`src/rtl/cell_painter_pkg.sv`:
```
// Shared types and geometry helpers for the cell painter and its raster sweep.
package cell_painter_pkg;

   typedef enum logic [1:0] {
      MODE_PAINT = 2'b00,
      MODE_ERASE = 2'b01,
      MODE_CLEAR = 2'b10,
      MODE_RSVD  = 2'b11
   } mode_e;

   typedef enum logic [1:0] {
      ST_IDLE,
      ST_SETUP,
      ST_SWEEP,
      ST_DONE
   } state_e;

   function automatic int cells_x(input int screen_width, input int cell_width);
      return screen_width / cell_width;
   endfunction

   function automatic int cells_y(input int screen_height, input int cell_width);
      return screen_height / cell_width;
   endfunction

endpackage

```
`src/rtl/cell_painter_if.sv`:
```
// Command/plot bundle between the cell front end (master) and the painter (slave).
interface cell_painter_if #(
   parameter int COLOUR_BITS = 9,
   parameter int BW          = 2,
   parameter int XW          = 10,
   parameter int YW          = 9
);
   logic                   iReq;
   logic [1:0]             iMode;
   logic [7:0]             iX_cell;
   logic [7:0]             iY_cell;
   logic [BW-1:0]          iBrush;
   logic [COLOUR_BITS-1:0] iColour;
   logic [COLOUR_BITS-1:0] iBgColour;
   logic [XW-1:0]          oX_pixel;
   logic [YW-1:0]          oY_pixel;
   logic [COLOUR_BITS-1:0] oColour;
   logic                   oPlot;
   logic                   oBusy;
   logic                   oDone;

   modport master (
      output iReq, iMode, iX_cell, iY_cell, iBrush, iColour, iBgColour,
      input  oX_pixel, oY_pixel, oColour, oPlot, oBusy, oDone
   );

   modport slave (
      input  iReq, iMode, iX_cell, iY_cell, iBrush, iColour, iBgColour,
      output oX_pixel, oY_pixel, oColour, oPlot, oBusy, oDone
   );
endinterface

```
`src/rtl/cell_painter_raster_sweep.sv`:
```
// Rectangle raster walker: load a pixel box, then advance one pixel per step, x fastest.
module raster_sweep #(
   parameter int XW = 10,
   parameter int YW = 9
) (
   input  logic          i_clk,
   input  logic          i_rst_n,
   input  logic          i_load,
   input  logic          i_step,
   input  logic [XW-1:0] i_x0,
   input  logic [XW-1:0] i_x1,
   input  logic [YW-1:0] i_y0,
   input  logic [YW-1:0] i_y1,
   output logic [XW-1:0] o_x,
   output logic [YW-1:0] o_y,
   output logic          o_last
);

   logic [XW-1:0] r_x;
   logic [YW-1:0] r_y;
   logic [XW-1:0] r_x0;
   logic [XW-1:0] r_x1;
   logic [YW-1:0] r_y1;
   logic          w_x_end;

   assign w_x_end = (r_x == r_x1);

   always_ff @(posedge i_clk or negedge i_rst_n) begin
      if (!i_rst_n) begin
         r_x  <= '0;
         r_y  <= '0;
         r_x0 <= '0;
         r_x1 <= '0;
         r_y1 <= '0;
      end else if (i_load) begin
         r_x  <= i_x0;
         r_y  <= i_y0;
         r_x0 <= i_x0;
         r_x1 <= i_x1;
         r_y1 <= i_y1;
      end else if (i_step) begin
         if (w_x_end) begin
            r_x <= r_x0;
            r_y <= r_y + 1'b1;
         end else begin
            r_x <= r_x + 1'b1;
         end
      end
   end

   assign o_x    = r_x;
   assign o_y    = r_y;
   assign o_last = w_x_end && (r_y == r_y1);

endmodule

```
`src/rtl/cell_painter.sv`:
```
// Brush/erase/clear drawing engine feeding the vga_adapter plot port, one pixel per clock.
//
//   state    | meaning
//   ---------+---------------------------------------------------------------
//   ST_IDLE  | waiting for iReq; command fields latched on acceptance
//   ST_SETUP | clamped pixel box computed; sweep loaded or empty stroke skipped
//   ST_SWEEP | one plot per clock in raster order until the last pixel
//   ST_DONE  | one-cycle oDone pulse, then back to idle
module cell_painter
   import cell_painter_pkg::*;
#(
   parameter int SCREEN_WIDTH  = 320,
   parameter int SCREEN_HEIGHT = 240,
   parameter int CELL_WIDTH    = 5,
   parameter int COLOUR_BITS   = 9,
   parameter int MAX_BRUSH     = 3,
   parameter int BW            = $clog2(MAX_BRUSH + 1)
) (
   input  logic           iClk,
   input  logic           iResetn,
   cell_painter_if.slave  bus
);

   localparam int CELLS_X = cells_x(SCREEN_WIDTH, CELL_WIDTH);
   localparam int CELLS_Y = cells_y(SCREEN_HEIGHT, CELL_WIDTH);
   localparam int XW      = $clog2(SCREEN_WIDTH) + 1;
   localparam int YW      = $clog2(SCREEN_HEIGHT) + 1;

   localparam logic [BW-1:0] MAX_B   = BW'(MAX_BRUSH);
   localparam logic [9:0]    CX_MAX  = 10'(CELLS_X - 1);
   localparam logic [9:0]    CY_MAX  = 10'(CELLS_Y - 1);
   localparam logic [9:0]    CX_LIM  = 10'(CELLS_X);
   localparam logic [9:0]    CY_LIM  = 10'(CELLS_Y);

   state_e                 r_state;
   mode_e                  r_mode;
   logic [7:0]             r_cx;
   logic [7:0]             r_cy;
   logic [BW-1:0]          r_brush;
   logic [COLOUR_BITS-1:0] r_colour;
   logic [COLOUR_BITS-1:0] r_colour_out;
   logic                   r_plot;
   logic                   r_busy;
   logic                   r_done;

   logic [9:0]        w_cx_ext;
   logic [9:0]        w_cy_ext;
   logic [9:0]        w_br_ext;
   logic signed [9:0] w_cx_lo;
   logic signed [9:0] w_cy_lo;
   logic [9:0]        w_cx_hi;
   logic [9:0]        w_cy_hi;
   logic [9:0]        w_cx0;
   logic [9:0]        w_cx1;
   logic [9:0]        w_cy0;
   logic [9:0]        w_cy1;
   logic [XW-1:0]     w_x0;
   logic [XW-1:0]     w_x1;
   logic [YW-1:0]     w_y0;
   logic [YW-1:0]     w_y1;
   logic              w_empty;
   logic              w_load;
   logic              w_step;
   logic              w_last;
   logic [XW-1:0]     w_x;
   logic [YW-1:0]     w_y;

   // Signed low bound so a brush hanging off the top/left edge clamps to 0 instead of wrapping.
   always_comb begin
      w_cx_ext = {2'b00, r_cx};
      w_cy_ext = {2'b00, r_cy};
      w_br_ext = 10'(r_brush);
      w_cx_lo  = $signed(w_cx_ext) - $signed(w_br_ext);
      w_cy_lo  = $signed(w_cy_ext) - $signed(w_br_ext);
      w_cx_hi  = w_cx_ext + w_br_ext;
      w_cy_hi  = w_cy_ext + w_br_ext;
      w_cx0    = w_cx_lo[9] ? '0 : w_cx_lo;
      w_cy0    = w_cy_lo[9] ? '0 : w_cy_lo;
      w_cx1    = (w_cx_hi > CX_MAX) ? CX_MAX : w_cx_hi;
      w_cy1    = (w_cy_hi > CY_MAX) ? CY_MAX : w_cy_hi;
      w_empty  = 1'b0;
      if (r_mode == MODE_CLEAR) begin
         w_x0 = '0;
         w_y0 = '0;
         w_x1 = XW'(SCREEN_WIDTH - 1);
         w_y1 = YW'(SCREEN_HEIGHT - 1);
      end else begin
         w_x0    = XW'(16'(w_cx0) * 16'(CELL_WIDTH));
         w_y0    = YW'(16'(w_cy0) * 16'(CELL_WIDTH));
         w_x1    = XW'((16'(w_cx1) + 16'd1) * 16'(CELL_WIDTH) - 16'd1);
         w_y1    = YW'((16'(w_cy1) + 16'd1) * 16'(CELL_WIDTH) - 16'd1);
         w_empty = (w_cx_ext >= CX_LIM) || (w_cy_ext >= CY_LIM);
      end
   end

   assign w_load = (r_state == ST_SETUP) && !w_empty;
   assign w_step = (r_state == ST_SWEEP) && !w_last;

   raster_sweep #(
      .XW (XW),
      .YW (YW)
   ) u_sweep (
      .i_clk   (iClk),
      .i_rst_n (iResetn),
      .i_load  (w_load),
      .i_step  (w_step),
      .i_x0    (w_x0),
      .i_x1    (w_x1),
      .i_y0    (w_y0),
      .i_y1    (w_y1),
      .o_x     (w_x),
      .o_y     (w_y),
      .o_last  (w_last)
   );

   always_ff @(posedge iClk or negedge iResetn) begin
      if (!iResetn) begin
         r_state      <= ST_IDLE;
         r_mode       <= MODE_PAINT;
         r_cx         <= '0;
         r_cy         <= '0;
         r_brush      <= '0;
         r_colour     <= '0;
         r_colour_out <= '0;
         r_plot       <= 1'b0;
         r_busy       <= 1'b0;
         r_done       <= 1'b0;
      end else begin
         r_done <= 1'b0;
         case (r_state)
            ST_IDLE: begin
               if (bus.iReq && (mode_e'(bus.iMode) != MODE_RSVD)) begin
                  r_mode   <= mode_e'(bus.iMode);
                  r_cx     <= bus.iX_cell;
                  r_cy     <= bus.iY_cell;
                  r_brush  <= (bus.iBrush > MAX_B) ? MAX_B : bus.iBrush;
                  r_colour <= (mode_e'(bus.iMode) == MODE_PAINT) ? bus.iColour : bus.iBgColour;
                  r_busy   <= 1'b1;
                  r_state  <= ST_SETUP;
               end
            end
            ST_SETUP: begin
               if (w_empty) begin
                  r_done  <= 1'b1;
                  r_state <= ST_DONE;
               end else begin
                  r_plot       <= 1'b1;
                  r_colour_out <= r_colour;
                  r_state      <= ST_SWEEP;
               end
            end
            ST_SWEEP: begin
               if (w_last) begin
                  r_plot  <= 1'b0;
                  r_done  <= 1'b1;
                  r_state <= ST_DONE;
               end
            end
            ST_DONE: begin
               r_busy  <= 1'b0;
               r_state <= ST_IDLE;
            end
            default: r_state <= ST_IDLE;
         endcase
      end
   end

   assign bus.oX_pixel = w_x;
   assign bus.oY_pixel = w_y;
   assign bus.oColour  = r_colour_out;
   assign bus.oPlot    = r_plot;
   assign bus.oBusy    = r_busy;
   assign bus.oDone    = r_done;

endmodule

```
`src/flat_wrapper.sv`:
```
// flat-port wrapper written by rule: the top's interface ports become plain ports
module cell_painter_flat import cell_painter_pkg::*;
#(
   parameter int SCREEN_WIDTH  = 320,
   parameter int SCREEN_HEIGHT = 240,
   parameter int CELL_WIDTH    = 5,
   parameter int COLOUR_BITS   = 9,
   parameter int MAX_BRUSH     = 3,
   parameter int BW            = $clog2(MAX_BRUSH + 1)
)
  (iClk, iResetn, bus_iReq, bus_iMode, bus_iX_cell, bus_iY_cell, bus_iBrush, bus_iColour, bus_iBgColour, bus_oX_pixel, bus_oY_pixel, bus_oColour, bus_oPlot, bus_oBusy, bus_oDone);
  cell_painter_if #(.COLOUR_BITS(COLOUR_BITS), .BW(BW), .XW(10), .YW(9)) bus_i ();
  input  logic iClk;
  input  logic iResetn;
  input wire logic [$bits(bus_i.iReq)-1:0] bus_iReq;
  input wire logic [$bits(bus_i.iMode)-1:0] bus_iMode;
  input wire logic [$bits(bus_i.iX_cell)-1:0] bus_iX_cell;
  input wire logic [$bits(bus_i.iY_cell)-1:0] bus_iY_cell;
  input wire logic [$bits(bus_i.iBrush)-1:0] bus_iBrush;
  input wire logic [$bits(bus_i.iColour)-1:0] bus_iColour;
  input wire logic [$bits(bus_i.iBgColour)-1:0] bus_iBgColour;
  output wire logic [$bits(bus_i.oX_pixel)-1:0] bus_oX_pixel;
  output wire logic [$bits(bus_i.oY_pixel)-1:0] bus_oY_pixel;
  output wire logic [$bits(bus_i.oColour)-1:0] bus_oColour;
  output wire logic [$bits(bus_i.oPlot)-1:0] bus_oPlot;
  output wire logic [$bits(bus_i.oBusy)-1:0] bus_oBusy;
  output wire logic [$bits(bus_i.oDone)-1:0] bus_oDone;
  assign bus_i.iReq = bus_iReq;
  assign bus_i.iMode = bus_iMode;
  assign bus_i.iX_cell = bus_iX_cell;
  assign bus_i.iY_cell = bus_iY_cell;
  assign bus_i.iBrush = bus_iBrush;
  assign bus_i.iColour = bus_iColour;
  assign bus_i.iBgColour = bus_iBgColour;
  assign bus_oX_pixel = bus_i.oX_pixel;
  assign bus_oY_pixel = bus_i.oY_pixel;
  assign bus_oColour = bus_i.oColour;
  assign bus_oPlot = bus_i.oPlot;
  assign bus_oBusy = bus_i.oBusy;
  assign bus_oDone = bus_i.oDone;
  cell_painter #(.SCREEN_WIDTH(SCREEN_WIDTH), .SCREEN_HEIGHT(SCREEN_HEIGHT), .CELL_WIDTH(CELL_WIDTH), .COLOUR_BITS(COLOUR_BITS), .MAX_BRUSH(MAX_BRUSH), .BW(BW)) u_core (.iClk(iClk), .iResetn(iResetn), .bus(bus_i));
endmodule
```
`config.mk`:
```
export PLATFORM = sky130hd
export DESIGN_NAME = cell_painter_flat
export DESIGN_NICKNAME = d
export VERILOG_FILES = /design/src/rtl/cell_painter_pkg.sv /design/src/rtl/cell_painter_if.sv /design/src/rtl/cell_painter_raster_sweep.sv /design/src/rtl/cell_painter.sv /design/src/flat_wrapper.sv
export SDC_FILE = /design/constraint.sdc
export NUM_CORES = 1
export LEC_CHECK = 0
export CAP_MARGIN = 10
export CORE_AREA = 2 2 119 121
export DETAILED_ROUTE_END_ITERATION = 6
export DIE_AREA = 0 0 121 123
export PLACE_DENSITY = 0.78
export SETUP_SLACK_MARGIN = 0.1
export SYNTH_ARGS = -nofsm -noshare
export SYNTH_HDL_FRONTEND = slang
export SYNTH_SLANG_ARGS = --single-unit
```
`constraint.sdc`:
```
create_clock -name iClk -period 4.9 [get_ports iClk]
set_clock_uncertainty 0.2 [all_clocks]
set_input_delay 1.225 -clock iClk [delete_from_list [all_inputs] [get_ports iClk]]
set_output_delay 1.225 -clock iClk [all_outputs]
set_load 0.02 [all_outputs]
```
=== Word-level counts from Yosys, hierarchy flattened ===
Cells that the tools add are included.

* Memories: 0
* RAM bits: 0
* Memory bits (read-only): 0
* Bits in latches: 0
* Bits in registers: 91
* Logic and storage cells: 93
* Output and inout bits: 31
* Bits of input ports: 41

* Bitwise gates (word level): 1
* Order comparisons: 5
* Eq/ne operators: 10
* Reduce and logical (&&, ||, !) cells: 19
* $add $sub $neg: 10
* Shift-type cells: 0
* Div/mod/pow operators: 0
* Multipliers: 4
* Mux-type cells: 29

{| class="wikitable"
|+ Operators by type and width
! cell !! count
|-
| $mux 9 || 8
|-
| $mux 10 || 7
|-
| $add 10x1->11 const B || 2
|-
| $gt 10x6->1 const B || 2
|-
| $add 8x2->9 || 2
|-
| $sub 8x2->9 || 2
|-
| $mul 16x3->10 const B || 1
|-
| $mul 16x3->9 const B || 1
|-
| $add 10x1->10 const B || 1
|-
| $eq 10x10->1 || 1
|-
| $mul 10x3->10 const B || 1
|-
| $mul 10x3->9 const B || 1
|-
| $reduce_and 2->1 || 5
|-
| $sub 10x1->10 const B || 1
|-
| $add 9x1->9 const B || 1
|-
| $eq 9x9->1 || 1
|-
| $sub 9x1->9 const B || 1
|-
| $ge 8x6->1 const B || 1
|-
| $ge 8x7->1 const B || 1
|-
| $pmux 2 s4 || 1
|-
| $reduce_bool 2->1 || 4
|-
| $mux 1 || 7
|-
| $eq 2x2->1 const B || 3
|-
| $mux 2 || 3
|-
| other kinds (11) || 20
|}

=== Depth between registers and ports, before layout ===
Gate-level depths: netlist of run 1.

* Word-level depth: 7
* Gate-level depth with buffers: 21
* Depth with buffers taken out: 21

=== Cells and area by module ===
Synthesis of run 1 repeated with hierarchy kept, for this count alone.

* Cells, all modules: 801
* Area total of the unflattened synthesis: 7382.1 µm²

{| class="wikitable"
|+ By module, submodules not included
! module !! area an instance (µm²) !! seq. area each (µm²) !! cells each !! times used
|-
| cell_painter || 4825.9 || 1076.0 || 564 || 1
|-
| raster_sweep || 2556.2 || 1201.2 || 237 || 1
|}

=== Worst setup path after synthesis of run 1 ===
OpenSTA, ideal clock, no wires.

* Kind: register to register
* Start point: register u_core.r_brush[0]
* End point: register u_core.u_sweep.r_x1[9]
* Period minus slack after synthesis: 4.797 ns
* Slack: 0.103 ns
* Data arrival time: 4.476 ns
* Setup time: 0.121 ns
* Cell stages (with the launch flop): 20
* Path through: dfrtp_1 > ha_1 > fa_1 > buf_2 > and3_4 > and3_1 > a31o_2 > nand2_1 > ha_1 > o221ai_1 > o21bai_1 > inv_1 > fa_1 > inv_1 > ha_1 > o2111ai_1 > nand3_1 > o41ai_1 > xnor3_1 > a22o_1

* Cells in the longest elaborated chain, start to end: 7

{| class="wikitable"
|+ RTL lines
! element !! RTL line !! source
|-
| from (decl) || cell_painter.sv:39 || <nowiki>logic [BW-1:0] r_brush;</nowiki>
|-
| from (signal assigned) || cell_painter.sv:136 || <nowiki>r_brush <= (bus.iBrush > MAX_B) ? MAX_B : bus.iBrush;</nowiki>
|-
| $add 8x2->9 * || cell_painter.sv:75 || <nowiki>w_cx_hi = w_cx_ext + w_br_ext;</nowiki>
|-
| $gt 10x6->1 || cell_painter.sv:79 || <nowiki>w_cx1 = (w_cx_hi > CX_MAX) ? CX_MAX : w_cx_hi;</nowiki>
|-
| $mux 10 * || cell_painter.sv:79 ||
|-
| $add 10x1->11 * || cell_painter.sv:90 || <nowiki>w_x1 = XW'((16'(w_cx1) + 16'd1) * 16'(CELL_WIDTH) - 16'd1);</nowiki>
|-
| $mul 16x3->10 * || cell_painter.sv:90 ||
|-
| $sub 10x1->10 * || cell_painter.sv:90 ||
|-
| $mux 10 * || cell_painter.sv:82 || <nowiki>if (r_mode == MODE_CLEAR) begin</nowiki>
|-
| to (signal assigned) || cell_painter_raster_sweep.sv:39 || <nowiki>r_x1 <= i_x1;</nowiki>
|-
| to (decl) || cell_painter_raster_sweep.sv:22 || <nowiki>logic [XW-1:0] r_x1;</nowiki>
|}

Mark *: on every way between the ends. The rest lies on a longest branch, timed or not.
A chain may end at the register's enable or synchronous reset.

=== Worst setup path after layout of run 1 ===
* Start point: register u_core.r_brush[0]
* End point: register u_core.u_sweep.r_y1[8]

* Cells in the longest elaborated chain, start to end: 7

{| class="wikitable"
|+ RTL lines
! element !! RTL line !! source
|-
| $add 8x2->9 * || cell_painter.sv:76 || <nowiki>w_cy_hi = w_cy_ext + w_br_ext;</nowiki>
|-
| $gt 10x6->1 || cell_painter.sv:80 || <nowiki>w_cy1 = (w_cy_hi > CY_MAX) ? CY_MAX : w_cy_hi;</nowiki>
|-
| $mux 10 * || cell_painter.sv:80 ||
|-
| $add 10x1->11 * || cell_painter.sv:91 || <nowiki>w_y1 = YW'((16'(w_cy1) + 16'd1) * 16'(CELL_WIDTH) - 16'd1);</nowiki>
|-
| $mul 16x3->9 * || cell_painter.sv:91 ||
|-
| $sub 9x1->9 * || cell_painter.sv:91 ||
|-
| $mux 9 * || cell_painter.sv:82 ||
|-
| to (signal assigned) || cell_painter_raster_sweep.sv:40 || <nowiki>r_y1 <= i_y1;</nowiki>
|-
| to (decl) || cell_painter_raster_sweep.sv:23 || <nowiki>logic [YW-1:0] r_y1;</nowiki>
|}

Marks and branches as above.

==> results.cfg, run 1 <==
[die]
core_area_mm2 = 0.0136
overall_die_area_mm2 = 0.0149
chipWidth_um = 121
initial_core_util_pct = 51.9
standard_cell_rows = 43
pin_count = 72
die-height_um = 123

[worst_setup_path]
cp_num_buf_inv = 2
rrSetupSlack_ps = 310
cp.arrival_ps = 4650
worstPathCellList = ha_2 -> fa_2 -> nor3_2 -> a221o_1 -> a211o_1 -> nor2_2 -> inv_1 -> ha_1 -> nand2_1 -> or2_2 -> o2bb2ai_2 -> a21oi_1 -> fa_1 -> inv_1 -> ha_4 -> nand3_1 -> o221ai_1 -> o41ai_2 -> xnor3_1 -> o21ai_1
slowest_delay_ps = 550
worst_setup_path_end_kind = flip-flop
path_class = reg2reg
critPathRequiredTime_ps = 4960
r2r_path_end = u_core.u_sweep.r_y1[8]
timing.critical_path.fanout_max = 5
reg2reg_from = u_core.r_brush[0]
path_common_cell = inv_1
worst_reg_to_reg_cells = 20
critical-path-slowest-cell = fa_1
largest_delay_share_family_worst_path = adder cells
critical_path.startpoint_type = flip-flop

[yosys]
synth-seq-cells = 91
synthMostInstantiatedCell = nand2_1
synth_top_cell_area_share_pct = 32.2
synth.cell_area_mm2 = 0.00707
synth.lib_cells_used.distinct = 71
syn_inst = 791
synth.area.top_cells = dfrtp_1, ha_1, nand2_1
yosys_warnings = 0
synth.cells.most_frequent = nand2_1, dfrtp_1, nor2_1
most_common_flop_cell_mapped_by_yosys = dfrtp_1
synth_top_area_cell = dfrtp_1
synth-seq-area-share_pct = 32.2
async_flop_share_pct = 100
synthesis.area_per_instance_um2 = 8.93
post_synth_edffs = 0

[drt]
drtIter0Drc = 343
detailed_route_vias_per_instance = 5.60
routed_wire_length_per_instance_um = 15.7
number_of_detailed_routing_iterations_run_before_antenna_repair = 5
vias = 5896
detail_route.wirelength_mm = 16.5
detail_route.drc_violations = 0
detail-route-antenna-nets = 0

[timing]
setup_tns_ps = 0
hold_violations = 0
crit_share_post_route_pct = 93.7
timing_worst_slew_pin_value_ps = 1060
grt_setup_unrepaired = false
max-slew-margin-rel_pct = 28.9
timing.final.max_slew_violations = 0
min_period_ps = 4590
max_clock_freq_mhz = 218
setup-violations-final = 0

[cells_and_area]
final_net_count = 981
antenna_cells = 0
area_growth_pct = 20.3
fillCellCount = 1115
drive_gt1_share_pct = 11.7

[clock_tree]
max_buffers_root_to_sink = 2
path_clk_slew_ps = 60
cts.sink_count = 91
clk_latency_ps = 360
h-tree-depth = 3
cts_tree = done
cts_hold_repair.buffers = 0
root_buffer = clkbuf_16
cts_made_buffers = 9

[global_route]
first_global_vias = 5655
grt_util_all_layers_pct = 22.6
antenna_violations_before_repair = 0
global_route_wire_length_before_repair_mm = 27.0
overflow = 0
grt_start_max_net_pins = 75

[min_path]
hp-start = u_core.r_colour[3]
worstHoldPathCells = 2
min_to = u_core.bus.oColour[3]
worst_hold_path_type = reg2reg

[placement]
dp_hpwl_mm = 11.9
globalplace.congestion = 0.869
numPortBuffers = 71

[run_status]
run_status = complete, no violations

[run]
number_of_max_cap_violations = 0
-- tightest hold or removal path, stage by stage (launching register included) --
cell     delay (ps)
dfrtp_1         340
nand2_1          50
nand2_1          50
-- metrics by stage --
| stage | util, % | worst slack, ps | cells | hold slack [ps] | instance area, um^2 |
|---|---|---|---|---|---|
| after CTS | 61.0 | 96.5 | 1045 | 269 | 8300 |
| final | 62.5 | 310 | 1052 | 268 | 8500 |
| after global routing | 62.5 | 57.6 | 1052 | 292 | 8500 |
| after global placement | 58.9 | 208 | 1029 | 248 | 8010 |
| after floorplan | - | 103 | 793 | 239 | 7070 |
| after detailed placement | 58.9 | 67.8 | 1029 | 261 | 8010 |
-- logic make-up after synthesis --
group / after synthesis / share of synthesized area, %
and+or+nand+nor: 263 / 17.4
DFF: 91 / 32.2
other: 2 / 0.106
muxes: 39 / 5.95
buffers and inverters: 90 / 5.31
adders and majority gates: 73 / 14.4
xor gates and xnor gates: 67 / 8.99
AOI/OAI and AO/OA: 166 / 15.6
-- sequential cells by signal, summed over array words and instances (netlist names), 2 cells and up --
register / count
u_core.bus.oColour: 9
u_core.r_brush: 2
u_core.r_colour: 9
u_core.r_cx: 8
u_core.r_cy: 8
u_core.r_mode: 2
u_core.r_state: 2
u_core.u_sweep.o_x: 10
u_core.u_sweep.o_y: 9
u_core.u_sweep.r_x0: 10
u_core.u_sweep.r_x1: 10
u_core.u_sweep.r_y1: 9
-- area by class of cell --
| cell class | instances | area (um^2) | share of cell area (%) |
|---|---|---|---|
| multi-input cells | 612 | 4610 | 54.2 |
| flip-flops and latches | 91 | 2280 | 26.8 |
| repair buffers | 97 | 903 | 10.6 |
| clock buffers | 11 | 243 | 2.85 |
| well taps | 180 | 225 | 2.65 |
| inverters | 56 | 210 | 2.47 |
| clock inverters | 5 | 35.0 | 0.412 |
-- worst max-delay path by stage --
stage | start | end | slack [ps] | cells after the start
6_report | u_core.r_brush[0] | u_core.u_sweep.r_y1[8] | 310 | 20
5_1_grt | u_core.r_brush[0] | u_core.u_sweep.r_y1[8] | 60 | 21
4_1_cts | u_core.r_brush[1] | u_core.u_sweep.r_y1[8] | 100 | 21
3_5_place_dp | u_core.r_brush[0] | u_core.u_sweep.r_y1[8] | 70 | 20
3_3_place_gp | u_core.r_brush[0] | u_core.u_sweep.r_x1[9] | 210 | 18
2_1_floorplan | u_core.r_brush[0] | u_core.u_sweep.r_x1[9] | 100 | 19
-- routing by layer --
metal	share of wire, %	routed length, um	global-route usage [%]	vias to the layer above
met1	46	7640	30.7	2831
met3	5.0	824	4.20	21
met5	0	0	0	-
li1	-	-	-	2896
met4	1.6	257	7.49	0
met2	47	7750	36.4	148
-- placed cells by master, fill, tap and decap left out, types with 10 or more instances in the layout --
cell type,n
nor2b_1,11
mux2_2,23
a21oi_1,33
mux2i_1,15
nor3_1,11
dfrtp_1,89
xor2_1,26
and3_1,10
o21ai_0,42
xnor2_1,37
fa_1,13
nand3_1,18
clkdlybuf4s50_1,70
ha_1,52
nor2_1,60
inv_1,56
nand2_1,102
buf_4,27
-- timing repair --
item / 4_1_cts / 5_1_grt
endpoints found under the setup margin: 2 / 9
pin swaps: 0 / 10
buffers inserted: 0 / 7
resized for setup: 2 / 26
Power of run 1 is left out: the tool's default activity adds up to more than one toggle a clock period on the data nets, which glitch-free logic cannot reach.
==> run 2: changes to the inputs <==
- CAP_MARGIN: 10 -> 20
- RECOVER_POWER: default -> 100
==> run 2 against run 1 <==
  * The run now ends with capacitance limit, slew limit left
  * Register-to-register slack lost 20 ps
  * Global-route usage unchanged
  * Die area unchanged
  * Non-clock buffer count unchanged
  * First-iteration DRC count up 3.2%
  * Cell area shrank 0.54%
  * Critical path type unchanged
  * Critical endpoint is now u_core.u_sweep.r_x1[9]
==> results.cfg, run 2 (same netlist as run 1, synthesis figures left out) <==
[timing]
setup_tns_ps = 0
max-slew-margin-rel_pct = -24.4
setup-violations-final = 0
min_period_ps = 4610
timing_worst_slew_pin_value_ps = 1870
grt_setup_unrepaired = false
timing.final.max_slew_violations = 111
crit_share_post_route_pct = 94.1
max_clock_freq_mhz = 217
hold_violations = 0

[run_status]
run_status = finished, violations left
failing_checks = capacitance limit, slew limit

[die]
pin_count = 72
die-height_um = 123
standard_cell_rows = 43
initial_core_util_pct = 51.9
chipWidth_um = 121
overall_die_area_mm2 = 0.0149
core_area_mm2 = 0.0136

[cells_and_area]
layout.cells.most_common = nand2_1
antenna_cells = 0
area_growth_pct = 19.7
drive_gt1_share_pct = 10.6
layout.cells.most_common_list = nand2_1, dfrtp_1, nor2_1, inv_1, ha_1
final_net_count = 981

[drt]
drtIter0Drc = 354
routed_wire_length_per_instance_um = 15.7
vias = 5918
detail-route-antenna-nets = 0
detail_route.drc_violations = 0
number_of_detailed_routing_iterations_run_before_antenna_repair = 5
detail_route.wirelength_mm = 16.5
detailed_route_vias_per_instance = 5.63

[min_path]
worst_hold_path_type = reg2reg

[clock_tree]
cts.sink_count = 91
max_buffers_root_to_sink = 2
clk_latency_ps = 360
cts_hold_repair.buffers = 0
cts_made_buffers = 9
root_buffer = clkbuf_16
path_clk_slew_ps = 70
h-tree-depth = 3
cts_tree = done

[worst_setup_path]
path_class = reg2reg
worstPathCellList = ha_1 -> fa_1 -> and3_4 -> and3_1 -> a31o_4 -> nand2_4 -> ha_4 -> o221ai_1 -> o21bai_1 -> inv_1 -> fa_1 -> inv_1 -> ha_4 -> o2111ai_1 -> nand3_1 -> o41ai_2 -> xnor3_1 -> a22o_1
timing.critical_path.fanout_max = 6
critPathRequiredTime_ps = 4950
slowest_delay_ps = 530
cp_num_buf_inv = 2
largest_delay_share_family_worst_path = adder cells
critical-path-slowest-cell = fa_1
worst_setup_path_end_kind = flip-flop
critical_path.startpoint_type = flip-flop
cp.arrival_ps = 4660

[global_route]
global_route_wire_length_before_repair_mm = 27.0
grt_start_max_net_pins = 75
grt_util_all_layers_pct = 22.6
antenna_violations_before_repair = 0
overflow = 0
first_global_vias = 5655

[placement]
numPortBuffers = 71
globalplace.congestion = 0.869
dp_hpwl_mm = 11.9

[run]
number_of_max_cap_violations = 3
-- run 2: worst min-delay path: stages (launching register included) --
cell and delay (ps):
dfrtp_1 340, nand2_1 50, nand2_1 50
-- run 2: per-layer routing --
metal,track usage (%),share of wire (%)
met5,0,0
met4,7.49,1.6
met3,4.20,5.7
met2,36.4,47
met1,30.7,46
-- run 2: through the flow --
| stage | hold WS [ps] | instance area [um^2] | setup WS (ps) | instances | util, % |
|---|---|---|---|---|---|
| 4_1_cts | 269 | 8300 | 96.5 | 1045 | 61.0 |
| 3_3_place_gp | 248 | 8010 | 208 | 1029 | 58.9 |
| 2_1_floorplan | 239 | 7070 | 103 | 793 | - |
| 3_5_place_dp | 261 | 8010 | 67.8 | 1029 | 58.9 |
| 6_report | 269 | 8460 | 287 | 1052 | 62.1 |
| 5_1_grt | 292 | 8460 | 57.7 | 1052 | 62.1 |
-- run 2: final cells by class --
cell class | count | area, um^2
flip-flops and latches | 91 | 2280
repair buffers | 97 | 890
well taps | 180 | 225
clock inverters | 5 | 35.0
clock buffers | 11 | 243
inverters | 56 | 210
multi-input cells | 612 | 4580
fillers | 1128 | 5150
-- run 2: final timing paths --
check | startpoint | to | slack (ps) | cells after the start
max in group asynchronous | iResetn | u_core.bus.oColour[0] | 1680 | 2
min in group asynchronous | iResetn | u_core.u_sweep.r_x0[6] | 1180 | 1
worst max register to register | u_core.r_brush[0] | u_core.u_sweep.r_x1[9] | 290 | 18
worst min-delay path | u_core.r_colour[3] | u_core.bus.oColour[3] | 270 | 2
worst min register to register | u_core.r_colour[3] | u_core.bus.oColour[3] | 270 | 2
worst max-delay path | u_core.r_brush[0] | u_core.u_sweep.r_x1[9] | 290 | 18
-- run 2: timing repair --
item                       4_1_cts  5_1_grt
setup endpoints to repair        2        9
setup buffers                    0        7
pin swaps                        0       10
gates resized for setup          2       26
Power of run 2 is left out for the same reason.
==> run 3: changes to the inputs <==
- CORE_AREA: 2 2 119 121 -> 2 2 118 120
- CTS_BUF_LIST: default -> sky130_fd_sc_hd__clkbuf_4
- DIE_AREA: 0 0 121 123 -> 0 0 120 122
- PLACE_DENSITY: 0.78 -> 0.79
==> run 3 against run 2 <==
  * The run still ends with capacitance limit, slew limit left
  * Maximum frequency shrank 0.94%
  * Critical path depth grew 2
  * Register-to-register slack lost 40 ps
  * Non-clock buffer count grew 4
  * Critical endpoint unchanged
==> results.cfg, run 3 (same netlist as run 1, synthesis figures left out) <==
[run_status]
run_status = finished, violations left
failing_checks = capacitance limit, slew limit

[timing]
setup-violations-final = 0
timing.final.max_slew_violations = 102
worst_hold_slack_ps = 292
hold_violations = 0
max-slew-margin-rel_pct = -117
setup_tns_ps = 0
grt_setup_unrepaired = true
crit_share_post_route_pct = 95.0
worst_slack_ps = 243
timing_worst_slew_pin_value_ps = 3260
min_period_ps = 4660
max_clock_freq_mhz = 215

[clock_tree]
path_clk_slew_ps = 160
cts_tree = done
max_buffers_root_to_sink = 2
h-tree-depth = 3
cts_made_buffers = 9
root_buffer = clkbuf_4
cts_hold_repair.buffers = 0
clk_latency_ps = 500
cts.sink_count = 91

[die]
standard_cell_rows = 43
pin_count = 72
initial_core_util_pct = 52.3
die-height_um = 122
core_area_mm2 = 0.0135
chipWidth_um = 120
overall_die_area_mm2 = 0.0146

[cells_and_area]
final_net_count = 985
antenna_cells = 0
layout.cells.most_common_list = nand2_1, dfrtp_1, nor2_1, inv_1, ha_1
area_growth_pct = 20.0
drive_gt1_share_pct = 12.2
layout.cells.most_common = nand2_1

[worst_setup_path]
slowest_delay_ps = 530
worst_setup_path_end_kind = flip-flop
largest_delay_share_family_worst_path = adder cells
critical_path.startpoint_type = flip-flop
rrSetupSlack_ps = 240
cp_num_buf_inv = 4
timing.critical_path.fanout_max = 4
path_class = reg2reg
critPathRequiredTime_ps = 5090
worstPathCellList = buf_4 -> ha_2 -> fa_2 -> and3_4 -> a311oi_4 -> a31oi_2 -> nor2_1 -> inv_1 -> ha_4 -> a21oi_1 -> o21bai_1 -> inv_1 -> fa_1 -> inv_1 -> ha_4 -> o2111ai_1 -> nand3_1 -> o41ai_2 -> xnor3_1 -> a22o_1
path_common_cell = inv_1
critical-path-slowest-cell = fa_1
cp.arrival_ps = 4850

[drt]
detail_route.wirelength_mm = 16.6
detail-route-antenna-nets = 0
vias = 5901
drtIter0Drc = 316
detail_route.drc_violations = 0
number_of_detailed_routing_iterations_run_before_antenna_repair = 5
detailed_route_vias_per_instance = 5.59
routed_wire_length_per_instance_um = 15.7

[run]
number_of_max_cap_violations = 2

[placement]
dp_hpwl_mm = 11.9
numPortBuffers = 71
globalplace.congestion = 0.880
detailedPlace.worstSlack_ps = 68.1

[global_route]
grt_util_all_layers_pct = 22.9
overflow = 0
grt_start_max_net_pins = 63
antenna_violations_before_repair = 0
first_global_vias = 5490
global_route_wire_length_before_repair_mm = 26.8

[min_path]
worst_hold_path_type = reg2reg
run 3: cell types whose count changed in the layout (fill, tap and decap cells not counted), sizes merged:
cell | before | now
clkinv | 2 | 1
inv | 58 | 57
clkinvlp | 1 | 0
bufinv | 0 | 3
buf | 22 | 25
clkbuf | 16 | 17
run 3: path summary, 6_finish.rpt:
check	start	to	depth (start not counted)
worst max-delay path	u_core.r_brush[0]	u_core.u_sweep.r_x1[9]	20
worst min-delay path	u_core.r_colour[0]	u_core.bus.oColour[0]	2
worst max register to register	u_core.r_brush[0]	u_core.u_sweep.r_x1[9]	20
worst min register to register	u_core.r_colour[0]	u_core.bus.oColour[0]	2
max in group asynchronous	iResetn	u_core.bus.oColour[2]	1
min in group asynchronous	iResetn	u_core.u_sweep.r_x1[0]	1
run 3: per-stage QoR:
stage,utilization [%],instances,cell area [um^2]
global placement,59.2,1027,8000
finish,62.8,1056,8480
global route,62.8,1056,8480
CTS,60.8,1045,8220
detailed placement,59.3,1028,8010
floorplan,-,793,7070
run 3: cell type report:
type | count | area (um^2)
clock buffer | 11 | 82.6
timing repair buffer | 101 | 925
multi-input combinational | 612 | 4650
sequential | 91 | 2280
fill | 1105 | 5020
tap | 180 | 225
inverter | 56 | 210
clock inverter | 5 | 110
run 3: metal layers:
metal  track usage (%)  up-vias  wire (um)
li1                  -     2915          -
met1              32.1     2817       7530
met2              36.0      143       7910
met3              3.51       26        757
met4              8.68        0        364
met5                 0        -          0
run 3: worst min-delay path, cell delays in order (launching register included):
cell and delay (ps):
dfrtp_1 370, nand2_1 50, nand2_1 50
run 3: repair_timing:
item | 4_1_cts | 5_1_grt
endpoints found under the setup margin | 2 | 9
pin swaps | 0 | 13
buffers inserted | 1 | 11
gates resized for setup | 4 | 36
Power of run 3 is left out for the same reason.
